**src/rtl/exp_arbiter.sv**
```systemverilog
// exp_arbiter: shares one fixed-latency exponent datapath among N_REQ requesters.
// A request is granted, its operand latched and launched into the datapath, the
// result captured after LATENCY cycles and handed back with a one-cycle done pulse.
// Optional build macro: EXP_ARB_FIXED_PRIO_EN selects fixed priority (lowest index
// wins, no round-robin pointer); when undefined, arbitration is round-robin.
module exp_arbiter #(
    parameter int N_REQ   = 4,
    parameter int A_W     = 32,
    parameter int B_W     = 41,
    parameter int LATENCY = 4
) (
    input  logic                   Clk,
    input  logic                   Reset,
    input  logic [N_REQ-1:0]       req,
    input  logic [N_REQ*A_W-1:0]   op_a,
    output logic [N_REQ-1:0]       gnt,
    output logic [N_REQ-1:0]       done,
    output logic [B_W-1:0]         res,
    output logic                   busy,
    output logic [A_W-1:0]         dp_a,
    output logic                   dp_start,
    input  logic [B_W-1:0]         dp_b
);

    localparam int IDX_W = $clog2(N_REQ);
    localparam int CNT_W = $clog2(LATENCY + 1);

    typedef enum logic [1:0] {
        IDLE  = 2'd0,
        START = 2'd1,
        WAIT  = 2'd2,
        DONE  = 2'd3
    } state_t;

    state_t              state_q;
    state_t              state_d;
    logic [CNT_W-1:0]    cnt_q;
    logic [IDX_W-1:0]    pick_idx;
    logic                pick_vld;

`ifndef EXP_ARB_FIXED_PRIO_EN
    logic [IDX_W-1:0]    rr_ptr_q;
    logic [IDX_W-1:0]    win_q;
    logic [IDX_W:0]      sum;
`endif

`ifdef EXP_ARB_FIXED_PRIO_EN
    // Fixed-priority pick: the lowest requesting index wins.
    always_comb begin
        pick_vld = 1'b0;
        pick_idx = '0;
        for (int k = N_REQ - 1; k >= 0; k--) begin
            if (req[IDX_W'(k)]) begin
                pick_vld = 1'b1;
                pick_idx = IDX_W'(k);
            end
        end
    end
`else
    // Round-robin pick: scan upward from rr_ptr, wrapping past N_REQ-1 to 0.
    always_comb begin
        pick_vld = 1'b0;
        pick_idx = '0;
        sum      = '0;
        for (int k = 0; k < N_REQ; k++) begin
            sum = {1'b0, rr_ptr_q} + (IDX_W + 1)'(k);
            if (sum >= (IDX_W + 1)'(N_REQ)) begin
                sum = sum - (IDX_W + 1)'(N_REQ);
            end
            if (!pick_vld && req[sum[IDX_W-1:0]]) begin
                pick_vld = 1'b1;
                pick_idx = sum[IDX_W-1:0];
            end
        end
    end
`endif

    // State register.
    always_ff @(posedge Clk) begin
        if (Reset) begin
            state_q <= IDLE;
        end else begin
            state_q <= state_d;
        end
    end

    // Next-state logic and state-decoded outputs (done/busy/dp_start never see req directly).
    always_comb begin
        state_d  = state_q;
        busy     = (state_q != IDLE);
        dp_start = (state_q == START);
        done     = (state_q == DONE) ? gnt : '0;
        case (state_q)
            IDLE:    if (pick_vld) state_d = START;
            START:   state_d = WAIT;
            WAIT:    if (cnt_q == CNT_W'(LATENCY - 1)) state_d = DONE;
            DONE:    state_d = IDLE;
            default: state_d = IDLE;
        endcase
    end

    // Transaction registers: grant, operand latch, latency counter, result capture, pointer.
    always_ff @(posedge Clk) begin
        if (Reset) begin
            gnt      <= '0;
            dp_a     <= '0;
            res      <= '0;
            cnt_q    <= '0;
`ifndef EXP_ARB_FIXED_PRIO_EN
            rr_ptr_q <= '0;
            win_q    <= '0;
`endif
        end else begin
            case (state_q)
                IDLE: begin
                    if (pick_vld) begin
                        gnt   <= N_REQ'(1) << pick_idx;
                        dp_a  <= op_a[int'(pick_idx) * A_W +: A_W];
`ifndef EXP_ARB_FIXED_PRIO_EN
                        win_q <= pick_idx;
`endif
                    end
                end
                START: begin
                    cnt_q <= '0;
                end
                WAIT: begin
                    cnt_q <= cnt_q + CNT_W'(1);
                    if (cnt_q == CNT_W'(LATENCY - 1)) begin
                        res <= dp_b;
                    end
                end
                DONE: begin
                    gnt <= '0;
`ifndef EXP_ARB_FIXED_PRIO_EN
                    // The winner just served drops to lowest priority next round.
                    if (win_q == IDX_W'(N_REQ - 1)) begin
                        rr_ptr_q <= '0;
                    end else begin
                        rr_ptr_q <= win_q + IDX_W'(1);
                    end
`endif
                end
                default: begin
                    gnt <= '0;
                end
            endcase
        end
    end

endmodule

```
**config.mk**
```make
export PLATFORM = sky130hd
export DESIGN_NAME = exp_arbiter
export DESIGN_NICKNAME = d
export VERILOG_FILES = /design/src/rtl/exp_arbiter.sv
export SDC_FILE = /design/constraint.sdc
export NUM_CORES = 1
export LEC_CHECK = 0
export BUFFER_PORTS_ARGS = -buffer_cell sky130_fd_sc_hd__buf_2
export CAP_MARGIN = 20
export CORE_MARGIN = 3
export CORE_UTILIZATION = 43
export CTS_BUF_LIST = sky130_fd_sc_hd__clkbuf_4 sky130_fd_sc_hd__clkbuf_8
export DETAILED_ROUTE_END_ITERATION = 16
export PLACE_DENSITY = 0.9
export SETUP_SLACK_MARGIN = 0.05
export SYNTH_ARGS = -nofsm -noshare
export SYNTH_HDL_FRONTEND = slang
export SYNTH_SLANG_ARGS = --single-unit
```
**constraint.sdc**
```tcl
create_clock -name Clk -period 1.82 [get_ports Clk]
set_input_delay 0.091 -clock Clk [delete_from_list [all_inputs] [get_ports Clk]]
set_output_delay 0.091 -clock Clk [all_outputs]
set_load 0.005 [all_outputs]
```
==> impl_metrics.toml, run 1 <==
[yosys]
syn_area_per_cell_um2 = 8.283
synth-seq-cells = 86
syn-instance-count = 468
synth-compound-area-share_pct = 25.02
ys.warnings.count = 0
syn-cell-area_mm2 = 0.003876
synth_nets = 650
seq_area_frac_synth_pct = 44.42
synth.mux.area_fraction_pct = 1.291
synthSimpleGateAreaFrac_pct = 19.11
synth_top_family_by_area = "compound AO/OA/AOI/OAI gates"
yosysUniqueCellTypes = 31
synth_adder_area_share_pct = 2.260
synth_xor_area_share_pct = 0

[setup_path]
end_kind = "flop"
crit_path_start_kind = "flop"
cp_slowest_stage_delay_ns = 0.40
crit_buf_inv = 1
crit_required_ns = 2.02
ff2ff_setup_slack_ns = 0.01
crit_family = "compound AO/OA/AOI/OAI gates"
cpMaxStageDelayCell = "a222oi_1"
crit_fanout = 8
worstPathArrival_ns = 2.00
worstSetupPathType = "reg -> reg"
path_cells = "nand2b_4 -> a31oi_2 -> o22ai_4 -> clkbuf_16 -> a222oi_1 -> a311oi_1"

[global_route]
met2_usage_pct = 45.06
grt_pass1_wl_um = 21040
grt_max_degree = 87
globalRouteOverflowTotal = 0
grt_usage_pct = 25.59
antenna_found_initial = 1
grt_util_met3_pct = 6.851
grt.met1_usage_pct = 28.52
grt_pass1_vias = 4520
gr-max-usage-layer = "met2"

[timing]
finalClockSkew_ns = 0.01333
fin_ws_ns = 0.01293
setup_viol = 0
max_slew_margin_pct = 73.78
fmax_ghz = 0.5534
final_hold_viol_count = 0
worstMarginPinSlew_ns = 0.3933
fin_setup_tns_ns = 0
drv_slew = 0
period_share_pct = 99.29
period_minus_slack_ns = 1.807
rsz0062_at_grt = "no"

[drt]
num_vias = 4862
drtPass1Iterations = 9
ant_nets = 0
viasPerCell = 5.563
route.detailed.drc = 0
wl_per_cell_um = 17.07
routed_wl_um = 14920
first_iter_violations = 453

[place]
port_buffers = 257
dp_cells = 800
placed_cell_area_mm2 = 0.005209
gp_congestion = 0.9220
dpl_worst_slack_ns = -0.03644
dpl.hpwl_um = 9679

[final_layout]
final_cells = 874
final_area_mm2 = 0.006052
drive_gt1_share_pct = 39.27
fillers = 653
fin_nets = 941
syn2layout_area_growth_pct = 56.13

[power_and_ir_drop]
p_per_area_mw_per_mm2 = 983.7
total_power_mw = 5.953
peakVddDrop_v = 0.0006256
p_leak_nw = 2.803

[floorplan]
fp.dieW_um = 100.9
start_util_pct = 44.45
io_pins = 258
die_area_mm2 = 0.01019
core_mm2 = 0.008721
row_count = 34
die_y_um = 100.9

[job]
drv_cap = 0

[clock_tree]
cts_buffers = 9
cts-root-buf = "clkbuf_8"
htreeDepth = 3
clkLatencyLatePin_ns = 0.34
cts_tree = "built"
cts_max_path_buffers = 2
clkTransAtPathRegs_ns = 0.09
clock_sinks = 86

[status]
status = "complete, no violations"

[min_path]
hold_path_class = "in -> reg"
-- worst paths after layout --
path	startpoint	to	depth (start not counted)
worst max-delay path	rr_ptr_q[0]	dp_a[26]	6
worst max register to register	rr_ptr_q[0]	dp_a[26]	6
worst min register to register	res[20]	res[20]	2
worst min-delay path	op_a[70]	dp_a[6]	3
-- metal layers --
metal	part of all wire (%)	wire length (um)
met3	9.9	1472
met5	0	0
met2	50	7440
met1	36	5348
met4	4.4	658
-- cell usage in the layout, fill, tap and decap left out, types with 2 or more instances in the layout --
cell           netlist  layout
a21oi_1             54      54
a221oi_1             2       2
clkbuf_8             3      10
inv_6                0       2
dlygate4sd3_1        0      50
a311oi_1            32      32
buf_12               0       7
nand2b_1             5       3
a222oi_1            32      32
inv_1               10      10
clkbuf_16            0       3
buf_6                7       2
buf_4                1       5
nor2_1              46      45
buf_2               14     257
diode_2              0       2
ha_1                 7       7
o21ai_0              7       7
nor3_1               2       2
and2_1               5       5
dfxtp_2              0       2
mux2i_1              5       5
nand2_1            119     119
dfxtp_1             86      84
-- worst register-to-register path: stages, from the launching register on --
cell and delay (ns):
dfxtp_2 0.35, nand2b_4 0.15, a31oi_2 0.22, o22ai_4 0.17, clkbuf_16 0.21, a222oi_1 0.41, a311oi_1 0.16
-- flip-flops by register name, indices dropped and copies added, names as in the netlist --
register,count
cnt_q,3
rr_ptr_q,2
gnt,4
dp_a,32
state_q,2
win_q,2
res,41
-- power by group --
part	internal [mW]	switching (mW)	total, mW
logic	1.04	1.15	2.18
registers	2.21	0.191	2.40
clock network	0.682	0.689	1.37
-- synthesized netlist by cell type --
cell | count | area [um^2]
clkbuf_8 | 3 | 41.29
and2_1 | 5 | 31.28
dfxtp_1 | 86 | 1722
nand3b_1 | 1 | 7.510
a222oi_1 | 32 | 320.3
a31oi_1 | 1 | 6.260
buf_4 | 1 | 7.510
nor4_1 | 1 | 6.260
mux2i_1 | 5 | 50.05
a221oi_1 | 2 | 17.52
clkbuf_1 | 16 | 60.06
o21ai_0 | 7 | 35.03
o211a_1 | 1 | 10.01
nor2_1 | 46 | 172.7
or4b_1 | 1 | 10.01
nor3_1 | 2 | 10.01
nor2b_1 | 2 | 12.51
a21oi_1 | 54 | 270.3
o221a_2 | 1 | 11.26
ha_1 | 7 | 87.58
o22ai_1 | 1 | 6.260
nand2b_1 | 5 | 31.28
buf_2 | 14 | 70.07
o22ai_2 | 1 | 12.51
buf_1 | 3 | 11.26
nand2_1 | 119 | 446.7
nand3_1 | 1 | 5.000
inv_1 | 10 | 37.54
a311oi_1 | 32 | 280.3
and2_2 | 1 | 7.510
buf_6 | 7 | 78.83
-- kinds of logic (layout without fill, tap and decap cells) --
logic type                 Yosys count  count (layout)
buffers and inverters               54             350
AOI/OAI and AO/OA                  132             132
and+or+nand+nor                    184             184
DFF                                 86              86
other                                0               2
muxes                                5               5
adders and majority gates            7               7
-- final cells by class --
| cell class | instances | area [um^2] | area share [%] |
|---|---|---|---|
| repair buffers | 324 | 2062 | 34.07 |
| multi-input cells | 328 | 1882 | 31.09 |
| flip-flops and latches | 86 | 1724 | 28.49 |
| clock buffers | 10 | 137.6 | 2.274 |
| well taps | 108 | 135.1 | 2.233 |
| clock inverters | 6 | 68.82 | 1.137 |
| inverters | 10 | 37.54 | 0.6202 |
| diodes | 2 | 5.005 | 0.08270 |
-- what timing repair did --
| action | 4_1_cts | 5_1_grt |
|---|---|---|
| setup endpoints to repair | 24 | 28 |
| hold endpoints to repair | 50 | 0 |
| gates resized for setup | 0 | 7 |
| pin swaps | 0 | 20 |
| gates cloned | 0 | 4 |
| hold buffers | 50 | 0 |
| buffers inserted | 1 | 1 |
-- stage by stage --
step	utilization [%]	hold WS, ns
after floorplan	-	0.2270
after global placement	59.73	0.3305
after detailed placement	59.73	0.3359
after CTS	67.92	0.0004473
after global routing	69.37	0.007813
final	69.40	0.01547
Note: power is estimated with default switching activity, not from simulation.
==> run 2: changes to the inputs <==
ABC_AREA = 1   (was unset)
CORE_UTILIZATION = 45   (was 43)
PLACE_DENSITY = 0.89   (was 0.9)
==> run 2 against run 1 <==
The run now ends with negative setup slack left. Critical path depth rose by 7. Synthesized cell count increased by 56%. Setup slack worse by 0.14 ns. Sequential share of layout area down 4.2 points. Utilization rose by 2.5 points. Combinational power grew to 2.7 times the previous value. Fmax shrank 7.0%. Hold slack worse by 0.0069 ns. Count of clock-buffer cells in the layout decreased by 1. Register-to-register slack worse by 0.14 ns. Flip-flop and latch count unchanged. Non-clock buffer count grew 11. Critical endpoint is now dp_a[14].
==> impl_metrics.toml, run 2 <==
[timing]
max_slew_margin_pct = 72.95
finalClockSkew_ns = 0.01208
whs_ns = 0.008617
worstMarginPinSlew_ns = 0.4057
fin_ws_ns = -0.1225
period_share_pct = 106.7
period_minus_slack_ns = 1.943
drv_slew = 0
rsz0062_at_grt = "yes"
fmax_ghz = 0.5148
final_hold_viol_count = 0
setup_viol = 37

[floorplan]
die_y_um = 107.8
core_mm2 = 0.009910
fp.dieW_um = 107.8
die_area_mm2 = 0.01163
start_util_pct = 47.08
io_pins = 258
row_count = 36

[place]
port_buffers = 257
dpl.hpwl_um = 11610
dpl_worst_slack_ns = -0.2750
dp_cells = 1108
gp_congestion = 0.9095

[setup_path]
cpMostUsedCell = "nor2_1"
rr_startpoint = "rr_ptr_q[0]"
cp_slowest_stage_delay_ns = 0.43
crit_fanout = 7
worstSetupPathType = "reg -> reg"
end_kind = "flop"
r2r-end = "dp_a[14]"
path_cells = "buf_6 -> nand2_2 -> nand2_2 -> nor2_1 -> nor2_2 -> nand3_4 -> nand3_4 -> buf_6 -> clkinvlp_4 -> nand3_2 -> nand3_1 -> nor2_1 -> nor2_1"
cpMaxStageDelayCell = "dfxtp_4"
crit_path_start_kind = "flop"
crit_buf_inv = 3
crit_required_ns = 2.08
worstPathArrival_ns = 2.20
crit_family = "simple AND/OR/NAND/NOR gates"
r2r_cells = 13
path_depth = 13
crit_path_start = "rr_ptr_q[0]"
ff2ff_setup_slack_ns = -0.12

[clock_tree]
cts_tree = "built"
cts-root-buf = "clkbuf_8"
clkTransAtPathRegs_ns = 0.10
clkLatencyLatePin_ns = 0.35
cts_buffers = 9
clock_sinks = 86
htreeDepth = 3
cts_max_path_buffers = 2

[global_route]
grt_pass1_vias = 5539
globalRouteOverflowTotal = 0
antenna_found_initial = 1
grt_pass1_wl_um = 25900
grt_usage_pct = 27.58
grt_max_degree = 55

[job]
drv_cap = 0

[drt]
viasPerCell = 5.181
highest_layer = "met4"
routed_wl_um = 16970
drtPass1Iterations = 4
wl_per_cell_um = 14.54
wl_met1_um = 6654
first_iter_violations = 533
route.detailed.drc = 0
met2_length_um = 8049
wl_met3_um = 1671
ant_nets = 0
num_vias = 6046

[yosys]
synth_nets = 910
synth_most_common_cell = "nand2_1"
seq_area_frac_synth_pct = 36.90
synth_top_cell_by_area = "dfxtp_1"
netlist_top_cells_area = "dfxtp_1 (37%), nand2_1 (15%), nor2_1 (12%), nand3_1 (9.4%), o21ai_0 (6.5%)"
ys.warnings.count = 0
synth_edf_count = 0
syn_area_per_cell_um2 = 6.409
synth-seq-cells = 86
synthFlopType = "dfxtp_1"
syn-instance-count = 728
async_flop_share_pct = 0
synthTopCellsByCount = "nand2_1 (184), nor2_1 (153), nand3_1 (88)"
syn-cell-area_mm2 = 0.004666
synth.top_cell.area_share_pct = 36.90
yosysUniqueCellTypes = 29

[power_and_ir_drop]
peakVddDrop_v = 0.001078
p_int_mw = 5.477
p_leak_nw = 3.785
combinationalPowerShare_pct = 59.7
power_frac_seq_pct = 26.9
p_clk_share_pct = 13.5
switching_share_pct = 43.56
p_per_area_mw_per_mm2 = 1363
p_switching_mw = 4.227

[final_layout]
layout_commonest_cell = "buf_2"
fin_nets = 1210
largest_register_ffs = 41
largest_register = "res"
fillers = 768
reg_top3 = "res (41), dp_a (32), gnt (4)"
syn2layout_area_growth_pct = 52.61
final_cell_mix = "buf_2 (257), nand2_1 (164), nor2_1 (150), dfxtp_1 (84), nand3_1 (76)"
final_cells = 1167
drive_gt1_share_pct = 37.37

[min_path]
hold_end = "res[3]"
hold_depth = 3
hold_start = "dp_b[3]"
hold_path_class = "in -> reg"

[status]
status = "complete, but fails checks"
violations = "negative setup slack"
## run 2: cell types whose count changed after synthesis, moves of 27 or more
cell and change:
nand3_1 +87, a222oi_1 -32, nand2_1 +65, o21ai_0 +54, a21oi_1 -42, a311oi_1 -32, nand4_1 +27, nor2_1 +107
## run 2: cell families (layout without fill, tap and decap cells)
logic type	after synthesis	count (layout)	synth area share, %
and+or+nand+nor	467	468	43.26
AOI/OAI and AO/OA	80	80	9.038
adders and majority gates	7	7	1.877
buffers and inverters	88	392	8.930
DFF	86	86	36.90
other	0	1	0
## run 2: power groups by stage
stage                     sequential [mW]  combinational, mW  clock (mW)
after global routing                 2.65               6.40        1.41
final                                2.61               5.79        1.31
after floorplan                      2.62               3.10           0
after detailed placement             2.62               4.91           0
after CTS                            2.60               5.51        1.33
after global placement               2.63               4.83           0
## run 2: worst max-delay path by stage
stage               end
2_1_floorplan  dp_a[25]
3_3_place_gp   dp_a[29]
3_5_place_dp   dp_a[14]
4_1_cts        dp_a[14]
5_1_grt        dp_a[24]
6_report       dp_a[14]
## run 2: layout make-up
class                           instances  area [um^2]  area share (%)
Inverter                               40        163.9           2.302
Clock buffer                            9        123.9           1.740
Timing Repair inverter                  1        7.507          0.1054
Multi-Input combinational cell        555         2716           38.15
Clock inverter                          7        62.56          0.8786
Timing Repair Buffer                  335         2151           30.21
Tap cell                              133        166.4           2.337
Antenna cell                            1        2.502         0.03514
Sequential cell                        86         1727           24.25
## run 2: what timing repair did
action / 4_1_cts / 5_1_grt
setup endpoints to repair: 40 / 40
pin swaps: 13 / 7
cloned: 4 / 1
hold buffers: 27 / 0
buffers inserted: 8 / 2
endpoints found under the hold margin: 27 / 0
resized for setup: 30 / 39
## run 2: metrics by stage
stage,power [mW],util [%],setup TNS (ns),cell area [um^2]
2_1_floorplan,5.727,-,0,4669
3_3_place_gp,7.464,63.19,-4.193,6262
3_5_place_dp,7.534,63.19,-7.019,6262
4_1_cts,9.444,70.04,-0.4192,6940
5_1_grt,10.46,71.86,-7.434,7121
6_report,9.704,71.86,-2.837,7121
## run 2: tightest hold or removal path, stage by stage
cell and delay, ns:
buf_2 0.07, o21ai_0 0.07, nor2_1 0.09
## run 2: per-layer routing
| metal | track usage [%] | vias up |
|---|---|---|
| li1 | - | 2954 |
| met1 | 33.48 | 2674 |
| met2 | 46.76 | 368 |
| met3 | 5.999 | 50 |
| met4 | 11.99 | 0 |
| met5 | 0 | - |
